$ cat src/rtl/seq_divider.sv
// Sequential restoring divider (signed/unsigned); result WIDTH+1 cycles after accept, 1 cycle for divisor==0.
// Start is only taken in IDLE; requests while busy are dropped.
module seq_divider #(
  parameter int WIDTH = 32
) (
  input  logic             clk,
  input  logic             rst_n,
  input  logic             start,
  input  logic             is_signed,
  input  logic [WIDTH-1:0] dividend,
  input  logic [WIDTH-1:0] divisor,
  output logic             busy,
  output logic             done,
  output logic [WIDTH-1:0] quotient,
  output logic [WIDTH-1:0] remainder,
  output logic             div_by_zero
);

  localparam logic [1:0] IDLE   = 2'd0;
  localparam logic [1:0] CALC   = 2'd1;
  localparam logic [1:0] FINISH = 2'd2;

  localparam logic [WIDTH-1:0] LAST = WIDTH'(WIDTH - 1);

  logic [1:0]       state;
  logic [WIDTH-1:0] cnt;
  logic [WIDTH-1:0] quo;
  logic [WIDTH-1:0] dvs;
  logic [WIDTH:0]   rem;
  logic             q_neg;
  logic             r_neg;

  logic             dvd_neg;
  logic             dvs_neg;
  logic [WIDTH-1:0] dvd_mag;
  logic [WIDTH-1:0] dvs_mag;
  logic [WIDTH:0]   rem_sh;
  logic [WIDTH+1:0] diff;
  logic [WIDTH:0]   rem_nxt;
  logic [WIDTH-1:0] quo_nxt;
  logic             unused_bits;

  // -2^(WIDTH-1) negates to itself, which read as unsigned is the correct magnitude.
  always_comb begin
    dvd_neg = is_signed & dividend[WIDTH-1];
    dvs_neg = is_signed & divisor[WIDTH-1];
    dvd_mag = dvd_neg ? -dividend : dividend;
    dvs_mag = dvs_neg ? -divisor : divisor;
  end

  always_comb begin
    rem_sh = {rem[WIDTH-1:0], quo[WIDTH-1]};
    diff   = {1'b0, rem_sh} - {2'b00, dvs};
    if (diff[WIDTH+1]) begin
      rem_nxt = rem_sh;
      quo_nxt = {quo[WIDTH-2:0], 1'b0};
    end else begin
      rem_nxt = diff[WIDTH:0];
      quo_nxt = {quo[WIDTH-2:0], 1'b1};
    end
  end

  // The partial remainder is always below the divisor after a step, so its top bit never reaches the outputs.
  assign unused_bits = ^{rem[WIDTH], rem_nxt[WIDTH]};

  assign busy = (state != IDLE);
  assign done = (state == FINISH);

  always_ff @(posedge clk or negedge rst_n) begin
    if (!rst_n) begin
      state       <= IDLE;
      cnt         <= '0;
      quo         <= '0;
      dvs         <= '0;
      rem         <= '0;
      q_neg       <= 1'b0;
      r_neg       <= 1'b0;
      quotient    <= '0;
      remainder   <= '0;
      div_by_zero <= 1'b0;
    end else begin
      case (state)
        IDLE: begin
          if (start) begin
            cnt   <= '0;
            quo   <= dvd_mag;
            dvs   <= dvs_mag;
            rem   <= '0;
            q_neg <= dvd_neg ^ dvs_neg;
            r_neg <= dvd_neg;
            if (divisor == '0) begin
              quotient    <= '1;
              remainder   <= dividend;
              div_by_zero <= 1'b1;
              state       <= FINISH;
            end else begin
              state <= CALC;
            end
          end
        end
        CALC: begin
          quo <= quo_nxt;
          rem <= rem_nxt;
          cnt <= cnt + 1'b1;
          if (cnt == LAST) begin
            quotient    <= q_neg ? -quo_nxt : quo_nxt;
            remainder   <= r_neg ? -rem_nxt[WIDTH-1:0] : rem_nxt[WIDTH-1:0];
            div_by_zero <= 1'b0;
            state       <= FINISH;
          end
        end
        FINISH:  state <= IDLE;
        default: state <= IDLE;
      endcase
    end
  end

endmodule

$ cat config.mk
export PLATFORM = sky130hd
export DESIGN_NAME = seq_divider
export DESIGN_NICKNAME = d
export VERILOG_FILES = /design/src/rtl/seq_divider.sv
export SDC_FILE = /design/constraint.sdc
export NUM_CORES = 1
export LEC_CHECK = 0
export ABC_CLOCK_PERIOD_IN_PS = 7800
export CAP_MARGIN = 0
export CORE_MARGIN = 2
export CORE_UTILIZATION = 60
export CTS_CLUSTER_DIAMETER = 200
export CTS_CLUSTER_SIZE = 14
export DETAILED_ROUTE_END_ITERATION = 10
export GPL_ROUTABILITY_DRIVEN = 0
export PLACE_DENSITY_LB_ADDON = 0.05
export SYNTH_ARGS = -nofsm -noshare
export SYNTH_HDL_FRONTEND = slang
export SYNTH_SLANG_ARGS = --single-unit
$ cat constraint.sdc
create_clock -name clk -period 7.8 [get_ports clk]
set_input_delay 1.95 -clock clk [delete_from_list [all_inputs] [get_ports clk]]
set_output_delay 1.95 -clock clk [all_outputs]
set_load 0.01 [all_outputs]
After elaboration in Yosys (flattened, before gate mapping)
Cells that the tools add are included.

word-level totals
  bits in registers = 197
  input bits = 68
  word-level logic and storage cells = 61

operators by class
  reductions and logical operators = 8
  bitwise logic cells = 3
  equal/unequal tests = 6
  muxes and demuxes = 28
  add/sub/neg operators = 6

operators by type and width
  operator                 count
  $mux W32                 14
  $pmux W32 S2             5
  $neg A32 Y32             4
  $sub A33 B32 Y34         1
  $add A32 B1 Y32 const B  1
  $eq A32 B5 Y1 const B    1
  $logic_not A32 Y1        1
  $mux W2                  3
  $ne A2 B2 Y1 const B     3
  $reduce_and A2 Y1        3
  $mux W1                  4
  $pmux W2 S2              1
  $reduce_and A4 Y1        1
  $reduce_bool A2 Y1       2
  $and A1 B1 Y1            2
  $eq A2 B1 Y1 const B     1
  $eq A2 B2 Y1 const B     1
  $logic_not A2 Y1         1
  $pmux W1 S2              1
  $xor A1 B1 Y1            1

Depth between registers and ports, before layout
  depth after elaboration = 6
  gate-level depth with buffers = 26
  gate-level depth less buffers = 20

Worst setup path after synthesis
OpenSTA, ideal clock, no wires.

  path kind = reg2reg
  from = reg rem[6]
  to = reg remainder[30]
  setup time = 0.137 ns
  stages on the path, launching flop included = 26
  required time = 7.663 ns
  arrival time = 4.821 ns
  slack = 2.842 ns
  cells stage by stage = dfrtp_1 -> ha_1 -> buf_2 -> and3_1 -> buf_2 -> nand2_1 -> a21oi_2 -> o2111ai_1 -> nand3_1 -> buf_2 -> buf_2 -> buf_2 -> buf_1 -> nand2_1 -> o21ai_0 -> ha_1 -> inv_1 -> nor4_1 -> nand2_1 -> or3_1 -> nor3_1 -> a31o_2 -> nand3_1 -> o41ai_1 -> xnor2_1 -> a21oi_1

between the ends
  longest elaborated chain between the ends = 6

ends and longest elaborated chain
  what                    RTL line  RTL
  start, declared         29        logic [WIDTH:0] rem;
  start signal, assigned  103       rem <= rem_nxt;
  $sub A33 B32 Y34        53        diff = {1'b0, rem_sh} - {2'b00, dvs};
  $mux W32 *              54        if (diff[WIDTH+1]) begin
  $neg A32 Y32            107       remainder <= r_neg ? -rem_nxt[WIDTH-1:0] : rem_nxt[WIDTH-1:0];
  $mux W32 *              107
  $mux W32 *              105       if (cnt == LAST) begin
  $pmux W32 S2 *          82        case (state)
  end signal, assigned    93        remainder <= dividend;
  end signal, assigned    107
  end, declared           15        output logic [WIDTH-1:0] remainder,

Mark *: on every way between the ends. The rest lies on a longest branch, timed or not. The select of a mux whose other input is x is not followed.
A chain may end at the register's enable or synchronous reset.

Worst setup path after layout
  from = in divisor[1]
  to = reg remainder[8]

between the ends
  longest elaborated chain between the ends = 3

ends and longest elaborated chain
  what                                RTL line  RTL
  start, declared                     11        input logic [WIDTH-1:0] divisor,
  $logic_not A32 Y1                   91        if (divisor == '0) begin
  $ne A2 B2 Y1 (no source line)       n/a
  $reduce_and A4 Y1 (no source line)  n/a

Every way passes these cells.

==> flow_summary.yaml <==
synthesis:
  synth_compound_area_frac: 0.220
  synth_area_per_cell_sq_um: 8.08
  synthTopCellsByCount: "nand2_1 (236), dfrtp_1 (197), o21ai_0 (166)"
  ys_async_sr_fraction: 1.00
  synth_top_area_frac: 0.365
  yosys-top-cells-area: "dfrtp_1 (36%), nand2_1 (6.6%), o21ai_0 (6.1%)"
  muxShareOfSynthArea: 0.0304
  syn_nets: 1780
  yosys_warnings: 0
  synthXorXnorAreaFrac: 0.0848
  synth_edf_count: 0
  synthAdderAreaFrac: 0.0357
  ys_seq_area_frac: 0.365
  synth_area_sq_um: 13500
  synth_top_cell_by_area: "dfrtp_1"
  yosysMostFrequentCell: "nand2_1"
  synthFlopType: "dfrtp_1"
  syn_inst: 1674
  synth_top_family_by_area: "simple AND/OR/NAND/NOR gates"
  synth-seq-cells: 197
  synth.distinct_cells: 76
  synth_simple_gate_area_frac: 0.222
min_path:
  min_path_type: "register to register"
global_route:
  grt_pass1_wl_microns: 62300
  overflow: 0
  grt_pass1_vias: 12300
  grt_max_degree: 102
  grtUsageTotal: 0.325
  antenna_found_initial: 0
sta:
  skew_ps: 11.4
  fin_tns_setup_ps: 0
  setup_viol: 0
  fmaxAchievable_mhz: 171
  finalMaxSlewViolations: 0
  hold_viol: 0
  tightest_slew_ps: 1140
  slew_headroom: 0.242
  fin_ws_ps: 1940
  min_period_ps: 5860
  period_share: 0.751
  rsz0062_at_grt: "false"
route:
  routedWlPerCell_microns: 18.7
  first_iter_violations: 1161
  viasPerCell: 6.30
  drc: 0
  routed-via-count: 12900
  ant_nets: 0
  first_pass_iters: 5
  totalWireLength_microns: 38100
setup_path:
  critPathCaptureType: "register"
  critPathLaunchType: "input pin"
  reg2reg_slack_ps: 1960
  path_max_fanout: 47
  required_ps: 8170
  path_cells: "clkdlybuf4s50_1, inv_1, ha_1, nor3b_1, nor3b_1, nand3_1, nor4b_1, a21oi_1, a21o_1, buf_4, inv_2, buf_4, nor2_1, a31oi_1"
  arrival_ps: 6230
  crit_family: "simple AND/OR/NAND/NOR gates"
  slowest_stage: "nor4b_1"
  crit_path_max_incr_delay_ps: 650
  critPathBufInv: 5
  path_class: "input pin to register"
floorplan:
  core_area_sq_um: 22000
  fp-row-count: 54
  pin_count: 135
  die_y_microns: 154
  die_x_microns: 154
  start_util: 0.616
  die-area_sq_um: 23800
place:
  portBuffers: 134
  hpwl_microns: 27500
  dpl_cell_area_sq_um: 15000
  pre_cts_slack_ps: 1480
status:
  status: "finished, final reports clean"
clock_tree:
  clock_path_buffers: 2
  htreeDepth: 4
  clk_pin_slew_ps: 80
  ctsHoldBuffers: 0
  post-cts-setup-buffers: 0
  cts_tree: "done"
  cts_buffers: 17
  cts_sinks: 197
  cts-root-buf: "clkbuf_16"
  clock_latency_ps: 440
  cts-resized-gates: 0
finish:
  nets: 1855
  area_growth_syn_to_layout_pct: 15.3
  layout-drive-gt1-share: 0.0426
  fill_cells: 1772
  fin_area_sq_um: 15600
  final_util: 0.710
  n_antenna_cell: 0
power_and_ir_drop:
  power.switching_uw: 969
  ir_drop_v: 0.000156
  swShare: 0.345
  clkPwrFrac: 0.329
  p_leak_uw: 0.00623
  pwr-share-comb: 0.258
  p_per_area_nw_per_um2: 180
  pwr-share-seq: 0.413
  p_int_uw: 1840
run:
  max-cap-violations: 0
[worst register-to-register path, cell delays in order, from the launching register on]
cell and delay [ps]:
dfrtp_1 360, inv_1 90, ha_1 390, a21o_1 210, a31oi_2 330, o21ai_1 130, a211oi_2 420, nand3_2 670
o21ai_0 590, ha_1 230, inv_1 80, nor4_1 450, nand2_1 140, or3_1 350, nor3_1 230, a31o_2 210
nand3_1 180, o41ai_1 380, xnor2_1 170, a21oi_1 80
[path summary, 6_finish.rpt]
check | startpoint | end | depth (start not counted)
setup / recovery | divisor[1] | remainder[8]$_DFFE_PN0P_ | 14
min in group asynchronous | rst_n | rem[17]$_DFFE_PN0P_ | 1
max in group asynchronous | rst_n | quo[7]$_DFFE_PN0P_ | 2
hold / removal | dvs[6]$_DFFE_PN0P_ | dvs[6]$_DFFE_PN0P_ | 2
hold reg to reg | dvs[6]$_DFFE_PN0P_ | dvs[6]$_DFFE_PN0P_ | 2
setup reg to reg | dvs[18]$_DFFE_PN0P_ | remainder[30]$_DFFE_PN0P_ | 19
[metrics by stage]
step                      std cells  power [uW]  hold slack (ps)
final                          2042        2810              484
after detailed placement       2010        1880              471
after global placement         2010        1870              460
after floorplan                1674        1660              450
after CTS                      2042        2800              489
after global routing           2042        2950              510
[logic make-up after synthesis]
logic type	after synthesis
AO/OA/AOI/OAI	474
XOR/XNOR	131
adder cells (fa/ha/maj)	38
buffers and inverters	146
flip-flops	197
multiplexers	41
AND/OR/NAND/NOR	647
[metal layers]
metal	up-vias	wire length [microns]	global-route usage
met5	-	0	0
met4	0	1070	0.110
met3	64	2890	0.0744
met2	487	17400	0.514
met1	6159	16800	0.444
li1	6152	-	-
[power groups by stage]
stage | Sequential (uW) | Clock, uW | Combinational [uW]
global placement | 1180 | 0 | 693
global route | 1170 | 970 | 808
finish | 1160 | 925 | 725
floorplan | 1150 | 0 | 508
CTS | 1160 | 930 | 715
detailed placement | 1180 | 0 | 706
[cells in the final DEF (no fill, tap or decap), drive strengths merged, types with 4 or more instances in the layout]
master         instances
nor4                  25
a21o                  10
dfrtp                197
and2                  11
o211ai                16
or3                   24
clkdlybuf4s50        133
a21oi                110
nor2b                 12
buf                   11
nand4                 28
xnor2                 61
inv                   64
nand2b                15
nand2                236
o31ai                 30
a31o                   4
clkinv                 6
and4                   5
nand3                 75
xor2                  70
o21ai                169
o31a                  12
o211a                  5
ha                    37
a211oi                11
or2                    6
mux2i                 40
o41ai                 12
a31oi                 40
nor3                  32
nor2                 147
and3                  13
o21a                  17
clkbuf                19
or4                   10
[final cells by class]
class | count | area (sq um) | area share
clock inverter | 14 | 179 | 0.0115
sequential | 197 | 4930 | 0.316
inverter | 57 | 214 | 0.0137
timing repair buffer | 145 | 1430 | 0.0915
clock buffer | 18 | 439 | 0.0282
multi-input combinational | 1331 | 8060 | 0.517
tap | 280 | 350 | 0.0225
[sequential cells by signal, summed over array words and instances, names as in the netlist, 2 cells and up]
| name | count |
|---|---|
| remainder | 32 |
| quotient | 32 |
| quo | 32 |
| dvs | 32 |
| state | 2 |
| cnt | 32 |
| rem | 32 |
Note: power is estimated with default switching activity, not from simulation.
